### src/rtl/lcd_msg_pkg.sv
// Message codes and 16-character line texts for the shared parking LCD.
package lcd_msg_pkg;

  localparam logic [2:0] MSG_IDLE      = 3'd0;
  localparam logic [2:0] MSG_WELCOME   = 3'd1;
  localparam logic [2:0] MSG_FULL      = 3'd2;
  localparam logic [2:0] MSG_ENTER_KEY = 3'd3;
  localparam logic [2:0] MSG_WRONG_KEY = 3'd4;
  localparam logic [2:0] MSG_GATE_OPEN = 3'd5;

  // Each literal is exactly 16 characters, MSB = leftmost character.
  localparam logic [127:0] TXT_IDLE_L1      = "Parking Ready   ";
  localparam logic [127:0] TXT_IDLE_L2      = "Spaces Avail    ";
  localparam logic [127:0] TXT_WELCOME_L1   = "Welcome!        ";
  localparam logic [127:0] TXT_WELCOME_L2   = "Please Enter Key";
  localparam logic [127:0] TXT_FULL_L1      = "Parking Full    ";
  localparam logic [127:0] TXT_FULL_L2      = "Please Wait     ";
  localparam logic [127:0] TXT_ENTER_KEY_L1 = "Enter Pass Key  ";
  localparam logic [127:0] TXT_ENTER_KEY_L2 = "Then Press OK   ";
  localparam logic [127:0] TXT_WRONG_KEY_L1 = "Wrong Pass Key  ";
  localparam logic [127:0] TXT_WRONG_KEY_L2 = "Try Again       ";
  localparam logic [127:0] TXT_GATE_OPEN_L1 = "Gate Open       ";
  localparam logic [127:0] TXT_GATE_OPEN_L2 = "Drive Safely    ";
  localparam logic [127:0] TXT_BLANK        = {16{8'h20}};

endpackage

### src/rtl/lcd_msg_scheduler_if.sv
// Request/grant and display bus between the requesters and the LCD scheduler.
interface lcd_msg_scheduler_if #(
  parameter int unsigned N_REQ = 4
) ();
  localparam int unsigned ID_W = (N_REQ > 1) ? $clog2(N_REQ) : 1;

  logic [N_REQ-1:0]   iREQ;
  logic [3*N_REQ-1:0] iMSG;
  logic [N_REQ-1:0]   oGNT;
  logic [127:0]       oLINE1;
  logic [127:0]       oLINE2;
  logic               oUPDATE;
  logic               oBUSY;
  logic [ID_W-1:0]    oCUR_ID;

  modport master (
    output iREQ, iMSG,
    input  oGNT, oLINE1, oLINE2, oUPDATE, oBUSY, oCUR_ID
  );

  modport slave (
    input  iREQ, iMSG,
    output oGNT, oLINE1, oLINE2, oUPDATE, oBUSY, oCUR_ID
  );
endinterface

### src/rtl/lcd_msg_rom.sv
// Combinational message-code to two-line text lookup; unused codes show blanks.
module lcd_msg_rom
  import lcd_msg_pkg::*;
(
  input  logic [2:0]   code,
  output logic [127:0] line1,
  output logic [127:0] line2
);
  always_comb begin
    line1 = TXT_BLANK;
    line2 = TXT_BLANK;
    case (code)
      MSG_IDLE:      begin line1 = TXT_IDLE_L1;      line2 = TXT_IDLE_L2;      end
      MSG_WELCOME:   begin line1 = TXT_WELCOME_L1;   line2 = TXT_WELCOME_L2;   end
      MSG_FULL:      begin line1 = TXT_FULL_L1;      line2 = TXT_FULL_L2;      end
      MSG_ENTER_KEY: begin line1 = TXT_ENTER_KEY_L1; line2 = TXT_ENTER_KEY_L2; end
      MSG_WRONG_KEY: begin line1 = TXT_WRONG_KEY_L1; line2 = TXT_WRONG_KEY_L2; end
      MSG_GATE_OPEN: begin line1 = TXT_GATE_OPEN_L1; line2 = TXT_GATE_OPEN_L2; end
      default:       ;
    endcase
  end
endmodule

### src/rtl/lcd_msg_scheduler.sv
// Fixed-priority, preemptive scheduler sharing the 16x2 LCD between requesters.
module lcd_msg_scheduler
  import lcd_msg_pkg::*;
#(
  parameter int unsigned N_REQ       = 4,
  parameter int unsigned HOLD_CYCLES = 50_000_000,
  parameter int unsigned CNT_W       = 26
) (
  input  logic                iCLK,
  input  logic                iRST_N,
  lcd_msg_scheduler_if.slave  bus
);
  localparam int unsigned      ID_W      = (N_REQ > 1) ? $clog2(N_REQ) : 1;
  localparam logic [CNT_W-1:0] HOLD_LOAD = CNT_W'(HOLD_CYCLES - 1);

  typedef enum logic {S_IDLE, S_SHOW} state_e;

  state_e           state;
  logic [N_REQ-1:0] gnt_q;
  logic [127:0]     line1_q;
  logic [127:0]     line2_q;
  logic             upd_q;
  logic             busy_q;
  logic [ID_W-1:0]  cur_q;
  logic [CNT_W-1:0] cnt_q;

  logic             any_req;
  logic             pre_req;
  logic             do_grant;
  logic             do_release;
  logic [ID_W-1:0]  win_id;
  logic [N_REQ-1:0] win_oh;
  logic [2:0]       win_code;
  logic [127:0]     rom_l1;
  logic [127:0]     rom_l2;

  // Scanning from the top down leaves the lowest set index as the winner.
  always_comb begin
    win_id   = '0;
    win_oh   = '0;
    win_code = '0;
    pre_req  = 1'b0;
    any_req  = |bus.iREQ;
    for (int unsigned i = N_REQ; i > 0; i--) begin
      if (bus.iREQ[i-1]) begin
        win_id       = ID_W'(i - 1);
        win_oh       = '0;
        win_oh[i-1]  = 1'b1;
        win_code     = bus.iMSG[3*(i-1) +: 3];
      end
    end
    for (int unsigned i = 0; i < N_REQ; i++) begin
      if (bus.iREQ[i] && (ID_W'(i) < cur_q)) pre_req = 1'b1;
    end
  end

  always_comb begin
    do_grant   = 1'b0;
    do_release = 1'b0;
    if (state == S_IDLE) begin
      do_grant = any_req;
    end else begin
      do_grant   = pre_req || ((cnt_q == '0) && any_req);
      do_release = (cnt_q == '0) && !any_req;
    end
  end

  lcd_msg_rom u_rom (
    .code  (win_code),
    .line1 (rom_l1),
    .line2 (rom_l2)
  );

  always_ff @(posedge iCLK or negedge iRST_N) begin
    if (!iRST_N) begin
      state   <= S_IDLE;
      gnt_q   <= '0;
      line1_q <= TXT_IDLE_L1;
      line2_q <= TXT_IDLE_L2;
      upd_q   <= 1'b0;
      busy_q  <= 1'b0;
      cur_q   <= '0;
      cnt_q   <= '0;
    end else begin
      gnt_q <= '0;
      upd_q <= 1'b0;
      if (do_grant) begin
        state   <= S_SHOW;
        gnt_q   <= win_oh;
        line1_q <= rom_l1;
        line2_q <= rom_l2;
        upd_q   <= 1'b1;
        busy_q  <= 1'b1;
        cur_q   <= win_id;
        cnt_q   <= HOLD_LOAD;
      end else if (do_release) begin
        state   <= S_IDLE;
        line1_q <= TXT_IDLE_L1;
        line2_q <= TXT_IDLE_L2;
        upd_q   <= 1'b1;
        busy_q  <= 1'b0;
        cur_q   <= '0;
      end else if (state == S_SHOW) begin
        cnt_q <= cnt_q - 1'b1;
      end
    end
  end

  assign bus.oGNT    = gnt_q;
  assign bus.oLINE1  = line1_q;
  assign bus.oLINE2  = line2_q;
  assign bus.oUPDATE = upd_q;
  assign bus.oBUSY   = busy_q;
  assign bus.oCUR_ID = cur_q;

endmodule

### src/flat_wrapper.sv
// flat-port wrapper written by rule: the top's interface ports become plain ports
module lcd_msg_scheduler_flat import lcd_msg_pkg::*;
#(
  parameter int unsigned N_REQ       = 4,
  parameter int unsigned HOLD_CYCLES = 50_000_000,
  parameter int unsigned CNT_W       = 26
)
  (iCLK, iRST_N, bus_iREQ, bus_iMSG, bus_oGNT, bus_oLINE1, bus_oLINE2, bus_oUPDATE, bus_oBUSY, bus_oCUR_ID);
  lcd_msg_scheduler_if #(.N_REQ(N_REQ)) bus_i ();
  input  logic iCLK;
  input  logic iRST_N;
  input wire logic [$bits(bus_i.iREQ)-1:0] bus_iREQ;
  input wire logic [$bits(bus_i.iMSG)-1:0] bus_iMSG;
  output wire logic [$bits(bus_i.oGNT)-1:0] bus_oGNT;
  output wire logic [$bits(bus_i.oLINE1)-1:0] bus_oLINE1;
  output wire logic [$bits(bus_i.oLINE2)-1:0] bus_oLINE2;
  output wire logic [$bits(bus_i.oUPDATE)-1:0] bus_oUPDATE;
  output wire logic [$bits(bus_i.oBUSY)-1:0] bus_oBUSY;
  output wire logic [$bits(bus_i.oCUR_ID)-1:0] bus_oCUR_ID;
  assign bus_i.iREQ = bus_iREQ;
  assign bus_i.iMSG = bus_iMSG;
  assign bus_oGNT = bus_i.oGNT;
  assign bus_oLINE1 = bus_i.oLINE1;
  assign bus_oLINE2 = bus_i.oLINE2;
  assign bus_oUPDATE = bus_i.oUPDATE;
  assign bus_oBUSY = bus_i.oBUSY;
  assign bus_oCUR_ID = bus_i.oCUR_ID;
  lcd_msg_scheduler #(.N_REQ(N_REQ), .HOLD_CYCLES(HOLD_CYCLES), .CNT_W(CNT_W)) u_core (.iCLK(iCLK), .iRST_N(iRST_N), .bus(bus_i));
endmodule
### config.mk
export PLATFORM = sky130hd
export DESIGN_NAME = lcd_msg_scheduler_flat
export DESIGN_NICKNAME = d
export VERILOG_FILES = /design/src/rtl/lcd_msg_pkg.sv /design/src/rtl/lcd_msg_scheduler_if.sv /design/src/rtl/lcd_msg_rom.sv /design/src/rtl/lcd_msg_scheduler.sv /design/src/flat_wrapper.sv
export SDC_FILE = /design/constraint.sdc
export NUM_CORES = 1
export LEC_CHECK = 0
export CORE_AREA = 2 2 142 144
export DETAILED_ROUTE_END_ITERATION = 16
export DIE_AREA = 0 0 144 146
export GPL_TIMING_DRIVEN = 0
export MAX_ROUTING_LAYER = met4
export SLEW_MARGIN = 40
export SYNTH_ARGS = -nofsm -noshare
export SYNTH_HDL_FRONTEND = slang
export SYNTH_SLANG_ARGS = --single-unit
### constraint.sdc
create_clock -name iCLK -period 2.5 [get_ports iCLK]
set_input_delay 0.25 -clock iCLK [delete_from_list [all_inputs] [get_ports iCLK]]
set_output_delay 0.25 -clock iCLK [all_outputs]
set_load 0.01 [all_outputs]
==> impl_metrics.json <==
{
  "crit_path_end_kind": "flop",
  "dp.cells": 1143,
  "comb_power_share": 0.591,
  "grt-ovfl-total": 0,
  "pwr-share-clk": 0.148,
  "drive_gt1_frac": 0.330,
  "worst_pin_slew_ps": 752,
  "n_antenna_cell": 0,
  "peakVddDrop_uv": 324,
  "vias": 4932,
  "yosys_warnings": 0,
  "postSynth.asyncResetShare": 1.00,
  "ant_nets": 0,
  "netlist_top_cells_count": "buf_4 (203), dfrtp_1 (59), dfstp_2 (29)",
  "synth_top_cell_by_area": "buf_4",
  "dpl_cell_area_um2": 8300,
  "synthSimpleGateAreaFrac": 0.116,
  "reg2reg_to": "u_core.cnt_q[13]",
  "grt_usage": 0.148,
  "drt-total-wl_mm": 16.0,
  "final_max_slew_viol_count": 0,
  "slowest_stage": "or4_1",
  "reg2reg_slack_ps": 130,
  "reg2reg_from": "u_core.cnt_q[7]",
  "nNetsFinal": 913,
  "synth-edff-count": 0,
  "post-dp-hpwl_mm": 12.3,
  "dr.pass1.iters": 4,
  "whs_ps": 373,
  "die_width_um": 144,
  "max_slew_margin": 0.497,
  "gp_congestion": 0.829,
  "clock-sinks": 88,
  "clockBufferDepth": 2,
  "cp_max_fo": 10,
  "grt_pass1_wl_mm": 24.0,
  "critPathKind": "in2reg",
  "initial_utilization": 0.296,
  "status": "finished, final reports clean",
  "crit_chain": "clkdlybuf4s50_1 > or4_1 > buf_2 > and4_1 > a22o_1 > buf_2 > clkbuf_2 > a22o_1",
  "routedWlPerCell_um": 13.8,
  "synth_compound_area_frac": 0.170,
  "postSynthAreaPerCell_um2": 9.58,
  "swShare": 0.338,
  "yosysTopAreaCellShare": 0.266,
  "htreeDepth": 3,
  "p_per_area_nw_per_um2": 1130,
  "fmax_mhz": 418,
  "area_growth_pct": 52.8,
  "synth_fa_ha_area_frac": 0.00393,
  "synth_cells": 598,
  "die_y_um": 146,
  "dieArea_um2": 21000,
  "antenna_found_initial": 0,
  "crit_required_ps": 2730,
  "max_stage_delay_ps": 530,
  "vias_per_cell": 4.24,
  "ff2ff_path_depth": 5,
  "drc": 0,
  "worstPathArrival_ps": 2620,
  "synth-main-ff-cell": "dfrtp_1",
  "worst_setup_path_start_kind": "input port",
  "power_frac_seq": 0.261,
  "p_sw_w": 0.00333,
  "ys_ff_latch": 88,
  "max-cap-violations": 0,
  "ys_top_cells_by_area": "buf_4 (27%), dfrtp_1 (26%), dfstp_2 (13%)",
  "numCtsBuffers": 9,
  "setup_viol": 0,
  "path_delay_family": "buffers and inverters",
  "grt_pass1_vias": 4359,
  "synth_xor_area_frac": 0.0229,
  "min_path_type": "in2async",
  "synth_mux_area_frac": 0,
  "finalPower_w": 0.00985,
  "seq_area_um2": 2240,
  "rsz0062_at_grt": "false",
  "ios": 282,
  "grt_max_degree": 52,
  "finalHoldViolCount": 0,
  "drt_iter0_drc": 221,
  "root_buffer": "clkbuf_16",
  "final_area_um2": 8750,
  "cts_tree": "built",
  "fillers": 1923,
  "p_leak_nw": 3.92,
  "startpoint": "bus_iREQ[3]",
  "synth_top_family_by_area": "buffers and inverters",
  "core_area_um2": 19300,
  "portBuffers": 187,
  "fin_crit_ps": 2390,
  "clk-insertion-delay-late_ps": 350,
  "internal_power_w": 0.00653,
  "yosysMostFrequentCell": "buf_4",
  "row_count": 51,
  "fin_crit_sh": 0.957,
  "skew_ps": 9.06,
  "ys_types": 69,
  "multiInputGateArea_um2": 2210,
  "stdcell_count": 1164,
  "clk_pin_slew_worst_paths_ps": 60,
  "syn_area_um2": 5730,
  "ys_seq_area_frac": 0.391,
  "critPathBufInv": 4
}
-- routing by layer --
metal	wire [um]	vias up	track usage	share of wire
met2	8200	200	0.260	0.51
li1	-	2405	-	-
met5	0	-	-	0
met1	6520	2316	0.174	0.41
met4	117	0	0.0348	0.0073
met3	1170	11	0.0303	0.073
-- per-stage QoR --
stage / util / setup WS, ps / TNS, ps
floorplan: - / 247 / 0
global placement: 0.428 / -2110 / -195720
detailed placement: 0.429 / -636 / -43060
CTS: 0.450 / -123 / -541
global route: 0.452 / 0.282 / 0
finish: 0.452 / 107 / 0
-- power by group through the flow --
stage / clock [W] / combinational, W / sequential (W)
after detailed placement: 0 / 0.00582 / 0.00261
after global routing: 0.00154 / 0.00621 / 0.00267
after CTS: 0.00147 / 0.00587 / 0.00259
after global placement: 0 / 0.00579 / 0.00259
after floorplan: 0 / 0.00272 / 0.00268
final: 0.00146 / 0.00582 / 0.00257
-- cells in the final DEF (no fill, tap or decap), drive strengths merged, types with 5 or more instances in the layout --
cell	n
o2bb2ai	7
a22o	12
or3	6
nand4	6
conb	94
a2bb2oi	7
xnor2	10
a211oi	6
nand2	19
clkbuf	18
dfrtp	59
o31ai	5
clkdlybuf4s50	185
nor2	26
nor3	11
o21ai	30
o21a	7
xor2	5
inv	15
nor4	10
dfstp	29
or4	8
buf	223
o211ai	9
a21oi	20
nand3	10
-- kinds of logic (layout without fill, tap and decap cells) --
logic type / count (synthesis) / in the layout
simple gates: 118 / 118
other cells: 2 / 94
buf+inv: 239 / 448
compound gates: 134 / 134
xor+xnor: 15 / 15
fa+ha+maj: 2 / 2
flops: 88 / 88
-- flip-flops by register name, summed over array words and instances, names as in the netlist --
name                flops
u_core.bus.oLINE1      32
u_core.bus.oUPDATE      1
u_core.bus.oLINE2      22
u_core.cnt_q           26
u_core.bus.oCUR_ID      2
u_core.bus.oGNT         4
u_core.state            1
-- repair_timing --
| action | 4_1_cts | 5_1_grt |
|---|---|---|
| endpoints found under the setup margin | 84 | 65 |
| hold endpoints to repair | 21 | 0 |
| resized for setup | 12 | 11 |
| pin swaps | 2 | 2 |
| buffers inserted | 5 | 1 |
| hold buffers | 1 | 0 |
-- worst max-delay path by stage --
stage | end | slack, ps | cells past startpoint
final | u_core.bus.oCUR_ID[1] | 110 | 8
after global routing | u_core.bus.oLINE2[58] | 0.3 | 9
after CTS | u_core.bus.oLINE1[77] | -120 | 8
after detailed placement | u_core.bus.oLINE2[82] | -640 | 8
after global placement | u_core.bus.oLINE1[113] | -2110 | 1
after floorplan | u_core.bus.oLINE2[116] | 250 | 9
-- layout make-up --
type                    instances  share of cell area
flip-flops and latches         88               0.256
multi-input cells             363               0.252
repair buffers                195               0.223
plain buffers                 223               0.188
well taps                     265              0.0379
clock buffers                  10              0.0262
clock inverters                 6              0.0104
inverters                      14             0.00601
Power figures use the tool's default switching activity.
